==> config.mk <==
export PLATFORM = sky130hd
export DESIGN_NAME = acc_multi_win
export DESIGN_NICKNAME = d
export VERILOG_FILES = /design/src/rtl/acc_multi_pkg.sv /design/src/rtl/acc_lane.sv /design/src/rtl/acc_multi_win.sv
export SDC_FILE = /design/constraint.sdc
export NUM_CORES = 1
export LEC_CHECK = 0
export CAP_MARGIN = 20
export CORE_ASPECT_RATIO = 0.6
export CORE_MARGIN = 10
export CORE_UTILIZATION = 40
export CTS_BUF_LIST = sky130_fd_sc_hd__clkbuf_4 sky130_fd_sc_hd__clkbuf_8 sky130_fd_sc_hd__clkbuf_16
export CTS_CLUSTER_DIAMETER = 80
export DETAILED_ROUTE_END_ITERATION = 12
export GPL_TIMING_DRIVEN = 0
export PLACE_DENSITY = 0.78
export SLEW_MARGIN = 0
export SYNTH_ARGS = -nofsm -noshare
export SYNTH_HDL_FRONTEND = slang
export SYNTH_HIERARCHICAL = 1
export SYNTH_SLANG_ARGS = --single-unit
export TNS_END_PERCENT = 30
==> constraint.sdc <==
create_clock -name clk -period 3.5 [get_ports clk]
set_input_delay 0.525 -clock clk [delete_from_list [all_inputs] [get_ports clk]]
set_output_delay 0.525 -clock clk [all_outputs]
set_load 0.03 [all_outputs]
==> src/rtl/acc_multi_pkg.sv <==
// Shared types and arithmetic helpers for the multi-lane unary accumulator.
package acc_multi_pkg;

    typedef enum logic [1:0] {
        ST_IDLE = 2'd0,
        ST_RUN  = 2'd1,
        ST_DONE = 2'd2
    } state_t;

    // Widest lane the helpers support; lanes must be strictly narrower so the
    // sign-extended add can never overflow its own container.
    localparam int MAX_W = 64;

    typedef struct packed {
        logic             ovf;
        logic [MAX_W-1:0] sum;
    } add_res_t;

    // Largest signed value representable in 'width' bits.
    function automatic logic signed [MAX_W-1:0] sat_max(input int width);
        return (64'sd1 <<< (width - 1)) - 64'sd1;
    endfunction

    // Smallest signed value representable in 'width' bits.
    function automatic logic signed [MAX_W-1:0] sat_min(input int width);
        return -(64'sd1 <<< (width - 1));
    endfunction

    // base + prod, optionally clamped to the signed range of 'width' bits.
    // Without saturation the caller keeps the low 'width' bits, which wraps.
    function automatic add_res_t sat_add(input logic signed [MAX_W-1:0] base,
                                         input logic signed [1:0]       prod,
                                         input logic                    sat,
                                         input int                      width);
        add_res_t                r;
        logic signed [MAX_W-1:0] s;
        s     = base + $signed({{(MAX_W-2){prod[1]}}, prod});
        r.ovf = 1'b0;
        r.sum = s;
        if (sat) begin
            if (s > sat_max(width)) begin
                r.ovf = 1'b1;
                r.sum = sat_max(width);
            end else if (s < sat_min(width)) begin
                r.ovf = 1'b1;
                r.sum = sat_min(width);
            end
        end
        return r;
    endfunction

endpackage

==> src/rtl/acc_lane.sv <==
// One accumulator lane: decodes the unary product bit into -1/0/+1, adds it to
// either its own count or the upstream partial sum, and keeps a sticky
// saturation flag.
module acc_lane
    import acc_multi_pkg::*;
#(
    parameter int WIDTH = 32,
    parameter bit SAT   = 1'b1
) (
    input  logic             clk,
    input  logic             rst,
    input  logic             zero,
    input  logic             upd,
    input  logic             acc,
    input  logic             mode,
    input  logic             sign_i,
    input  logic             sign_w,
    input  logic             prod_bit,
    input  logic [WIDTH-1:0] sum_i,
    output logic [WIDTH-1:0] sum_o,
    output logic             ovf
);

    logic signed [1:0] prod;
    logic [WIDTH-1:0]  base;
    logic [WIDTH-1:0]  sum_reg;
    logic              ovf_reg;
    add_res_t          res;
    logic              unused_hi;

    // Product decode and the widened add for this lane.
    always_comb begin
        prod = 2'sd0;
        if (prod_bit) begin
            prod = (mode & (sign_i ^ sign_w)) ? -2'sd1 : 2'sd1;
        end
        base = acc ? sum_i : sum_reg;
        res  = sat_add($signed({{(MAX_W-WIDTH){base[WIDTH-1]}}, base}), prod, SAT, WIDTH);
    end

    // Only the low WIDTH bits of the widened result are kept.
    assign unused_hi = ^res.sum[MAX_W-1:WIDTH];

    // Lane count and sticky overflow; zero wins over an update.
    always_ff @(posedge clk or posedge rst) begin
        if (rst) begin
            sum_reg <= '0;
            ovf_reg <= 1'b0;
        end else if (zero) begin
            sum_reg <= '0;
            ovf_reg <= 1'b0;
        end else if (upd) begin
            sum_reg <= res.sum[WIDTH-1:0];
            ovf_reg <= ovf_reg | res.ovf;
        end
    end

    assign sum_o = sum_reg;
    assign ovf   = ovf_reg;

endmodule

==> src/rtl/acc_multi_win.sv <==
// Multi-lane windowed unary-rate accumulator: window FSM, en-cycle counter and
// valid/ready result handshake around LANES independent accumulator lanes.
module acc_multi_win
    import acc_multi_pkg::*;
#(
    parameter int WIDTH = 32,
    parameter int LANES = 4,
    parameter int CYC_W = 8,
    parameter int SAT   = 1
) (
    input  logic                   clk,
    input  logic                   rst,
    input  logic                   clr,
    input  logic                   start,
    input  logic [CYC_W-1:0]       win_len,
    input  logic                   bipolar,
    input  logic                   en,
    input  logic                   acc,
    input  logic [LANES-1:0]       sign_i,
    input  logic [LANES-1:0]       sign_w,
    input  logic [LANES-1:0]       prod_bit,
    input  logic [LANES*WIDTH-1:0] sum_i,
    output logic [LANES*WIDTH-1:0] sum_o,
    output logic [LANES-1:0]       ovf,
    output logic                   out_valid,
    input  logic                   out_ready,
    output logic                   busy
);

    state_t           state_reg, state_next;
    logic [CYC_W-1:0] cnt_reg, cnt_next;
    logic             mode_reg, mode_next;
    logic             lane_zero;
    logic             lane_upd;

    // Next-state logic: clr overrides everything; a start accepted in IDLE or
    // together with out_ready in DONE zeroes the lanes and opens a window.
    always_comb begin
        state_next = state_reg;
        cnt_next   = cnt_reg;
        mode_next  = mode_reg;
        lane_zero  = 1'b0;
        lane_upd   = 1'b0;
        if (clr) begin
            state_next = ST_IDLE;
            cnt_next   = '0;
            lane_zero  = 1'b1;
        end else begin
            case (state_reg)
                ST_IDLE: begin
                    if (start) begin
                        lane_zero  = 1'b1;
                        mode_next  = bipolar;
                        cnt_next   = win_len;
                        state_next = (win_len == '0) ? ST_DONE : ST_RUN;
                    end
                end
                ST_RUN: begin
                    if (en) begin
                        lane_upd = 1'b1;
                        cnt_next = cnt_reg - CYC_W'(1);
                        if (cnt_reg == CYC_W'(1)) begin
                            state_next = ST_DONE;
                        end
                    end
                end
                ST_DONE: begin
                    if (out_ready) begin
                        if (start) begin
                            lane_zero  = 1'b1;
                            mode_next  = bipolar;
                            cnt_next   = win_len;
                            state_next = (win_len == '0) ? ST_DONE : ST_RUN;
                        end else begin
                            state_next = ST_IDLE;
                        end
                    end
                end
                default: begin
                    state_next = ST_IDLE;
                end
            endcase
        end
    end

    // FSM state, remaining en-cycle count and latched sign mode.
    always_ff @(posedge clk or posedge rst) begin
        if (rst) begin
            state_reg <= ST_IDLE;
            cnt_reg   <= '0;
            mode_reg  <= 1'b0;
        end else begin
            state_reg <= state_next;
            cnt_reg   <= cnt_next;
            mode_reg  <= mode_next;
        end
    end

    assign out_valid = (state_reg == ST_DONE);
    assign busy      = (state_reg == ST_RUN);

    generate
        for (genvar gi = 0; gi < LANES; gi++) begin : g_lane
            acc_lane #(
                .WIDTH (WIDTH),
                .SAT   (SAT != 0)
            ) u_lane (
                .clk      (clk),
                .rst      (rst),
                .zero     (lane_zero),
                .upd      (lane_upd),
                .acc      (acc),
                .mode     (mode_reg),
                .sign_i   (sign_i[gi]),
                .sign_w   (sign_w[gi]),
                .prod_bit (prod_bit[gi]),
                .sum_i    (sum_i[gi*WIDTH +: WIDTH]),
                .sum_o    (sum_o[gi*WIDTH +: WIDTH]),
                .ovf      (ovf[gi])
            );
        end
    endgenerate

endmodule

==> impl_metrics.json <==
{
  "setup_viol": 108,
  "synthArstFlopShare_pct": 100.0,
  "grt_use_total_pct": 24.65,
  "cts_buffers": 17,
  "power_switching_mw": 3.547,
  "die_y_um": 167.7,
  "critPathLaunchType": "flip-flop",
  "dp_slack_ns": -1.305,
  "gp_congestion": 0.9792,
  "power.density_nw_per_um2": 392.0,
  "fin_crit_ns": 3.715,
  "drive_above_1_share_pct": 30.22,
  "rsz0062_at_grt": "true",
  "cts_root_buf": "clkbuf_16",
  "post-route-drc-count": 0,
  "worstPathArrival_ns": 4.04,
  "start_util_pct": 41.04,
  "cts_tree": "done",
  "synth_cells": 1554,
  "tightest_slew_ns": 1.032,
  "worst_hold_path_type": "flip-flop to flip-flop",
  "largest_reg_flops": 128,
  "hold_viol": 0,
  "r2r-start": "mode_reg",
  "critPathKind": "flip-flop to flip-flop",
  "place_inst": 2311,
  "internal_power_mw": 4.962,
  "synth_area_sq_um": 14530,
  "port_buffers": 288,
  "die_area_sq_um": 44610,
  "clkSinkCount": 143,
  "ant_nets": 0,
  "viasPerCell": 6.234,
  "synth_fp_nets": 1844,
  "ctsLongestPathBuffers": 2,
  "synth_ff_type": "dfrtp_1",
  "clk_latency_ns": 0.45,
  "fmax_mhz": 269.2,
  "ff2ff_path_depth": 15,
  "nFillCells": 2846,
  "violations": "setup timing",
  "ios": 290,
  "via_count": 15498,
  "p_seq_share_pct": 22.6,
  "area_delta_synth_final_pct": 49.37,
  "regArea_sq_um": 3582,
  "crit_fanout": 6,
  "drt-initial-drc-count": 1399,
  "slew_viol_final": 0,
  "peakVddDrop_uv": 345.6,
  "fin_tns_setup_ns": -7.707,
  "antenna_found_initial": 8,
  "whs_ns": 0.5166,
  "first_global_vias": 15171,
  "rows": 53,
  "leakagePower_nw": 9.417,
  "ys_ff_latch": 143,
  "fin_ws_ns": -0.2145,
  "finalPower_mw": 8.509,
  "yosysUniqueCellTypes": 82,
  "combPwrFrac_pct": 54.1,
  "synth_area_per_cell_sq_um": 9.353,
  "cp-startpoint": "mode_reg",
  "routedWlPerCell_um": 23.90,
  "hold_depth": 2,
  "required_ns": 3.83,
  "multiInputGateArea_sq_um": 11890,
  "synth-warning-count": 6,
  "cts.clk_slew.worst_paths_ns": 0.07,
  "synth_enable_flop_cells": 0,
  "ys_seq_area_share_pct": 24.62,
  "outcome": "finished, violations left",
  "routed_wirelength_um": 59410,
  "die_w_um": 266.1,
  "cts-htree-levels": 4,
  "skew_ns": 0.01232,
  "core_area_sq_um": 35410,
  "max-slew-margin-rel_pct": 31.06,
  "grt_max_degree": 34,
  "min_period_over_period_pct": 106.1,
  "hold_start": "g_lane[3].u_lane/ovf",
  "layout.cells.non_filler": 2486,
  "grt.overflow.total": 0,
  "mostFrequentLayoutCells": "clkdlybuf4s50_1, dfrtp_1, mux2_2",
  "nets": 2289,
  "p_clk_share_pct": 23.3,
  "critPathCaptureType": "flip-flop",
  "dpl.hpwl_um": 40380,
  "layout_commonest_cell": "clkdlybuf4s50_1",
  "swShare_pct": 41.69,
  "grt_pass1_wl_um": 88240,
  "max_cap_violations": 0,
  "dr.pass1.iters": 5
}
[synth_stat cells, drive strengths merged (18+ instances only)]
cell,instances,share of area (%)
nand4,22,0.95
mux2,131,10
o21ai,107,3.8
nand3,21,0.76
a211oi,25,1.7
nor2,83,2.2
buf,43,2.0
o21bai,18,1.0
a21oi,127,4.7
xor2,45,2.7
nand2b,19,0.82
a21o,50,2.6
nor3,23,0.90
dfrtp,143,25
xnor2,79,4.8
ha,130,11
clkbuf,33,0.85
a31oi,22,1.1
a221o,118,8.1
inv,58,1.5
nand2,84,2.2
[final cells by class]
class / count / share of cell area (%)
clock buffers: 17 / 1.960
inverters: 58 / 1.003
well taps: 467 / 2.691
diodes: 7 / 0.08069
plain buffers: 67 / 2.507
clock inverters: 15 / 0.8530
flip-flops and latches: 143 / 16.50
repair buffers: 428 / 19.66
multi-input cells: 1284 / 54.75
[critical path, cell delays in order, from the launching register on]
cell and delay, ns:
dfrtp_4 0.52, buf_12 0.16, and3_4 0.18, buf_12 0.15, buf_12 0.14, ha_4 0.30
o21a_1 0.12, o211ai_1 0.14, buf_4 0.16, a31o_2 0.23, a21oi_1 0.25, nor3_1 0.13
o31ai_1 0.40, a21oi_1 0.16, xnor2_1 0.17, a221o_1 0.35
[routing by layer]
layer / share of wire (%) / vias to the layer above / GRT usage [%]
met5: 0.020 / - / 0
met4: 3.5 / 2 / 10.69
met3: 8.9 / 120 / 5.588
met2: 45 / 886 / 37.46
met1: 42 / 7544 / 32.92
li1: - / 6946 / -
[power by group through the flow]
stage                     logic, mW  clock network [mW]  registers (mW)
after global routing           4.91                2.08            1.94
after floorplan                2.43                   0            2.05
after detailed placement       3.57                   0            1.96
final                          4.60                1.98            1.93
after CTS                      4.19                2.02            1.92
after global placement         3.48                   0            1.95
[worst paths after layout]
check,to,slack [ns]
setup / recovery,g_lane[3].u_lane/sum_o[30],-0.21
hold / removal,g_lane[3].u_lane/ovf,0.52
setup reg to reg,g_lane[3].u_lane/sum_o[30],-0.21
hold reg to reg,g_lane[3].u_lane/ovf,0.52
max in group asynchronous,g_lane[2].u_lane/sum_o[24],1.97
min in group asynchronous,cnt_reg[7],0.76
[what timing repair did]
| item | in CTS | in global routing |
|---|---|---|
| pin swaps | 123 | 67 |
| setup buffers | 112 | 22 |
| gates resized for setup | 163 | 122 |
| cloned | 10 | 2 |
| hold buffers | 0 | 0 |
| setup endpoints to repair | 132 | 125 |
[through the flow]
stage                     area [sq um]  util, %
final                            21710    61.31
after global routing             21710    61.31
after CTS                        20870    58.94
after detailed placement         18340    51.80
after global placement           18290    51.65
after floorplan                  14820        -
[kinds of logic after synthesis]
family,share of synthesized area (%)
flip-flops,24.62
buffers and inverters,4.382
AND/OR/NAND/NOR,10.65
XOR/XNOR,7.472
adder cells (fa/ha/maj),11.74
AO/OA/AOI/OAI,30.61
multiplexers,10.52
Power figures use the tool's default switching activity.
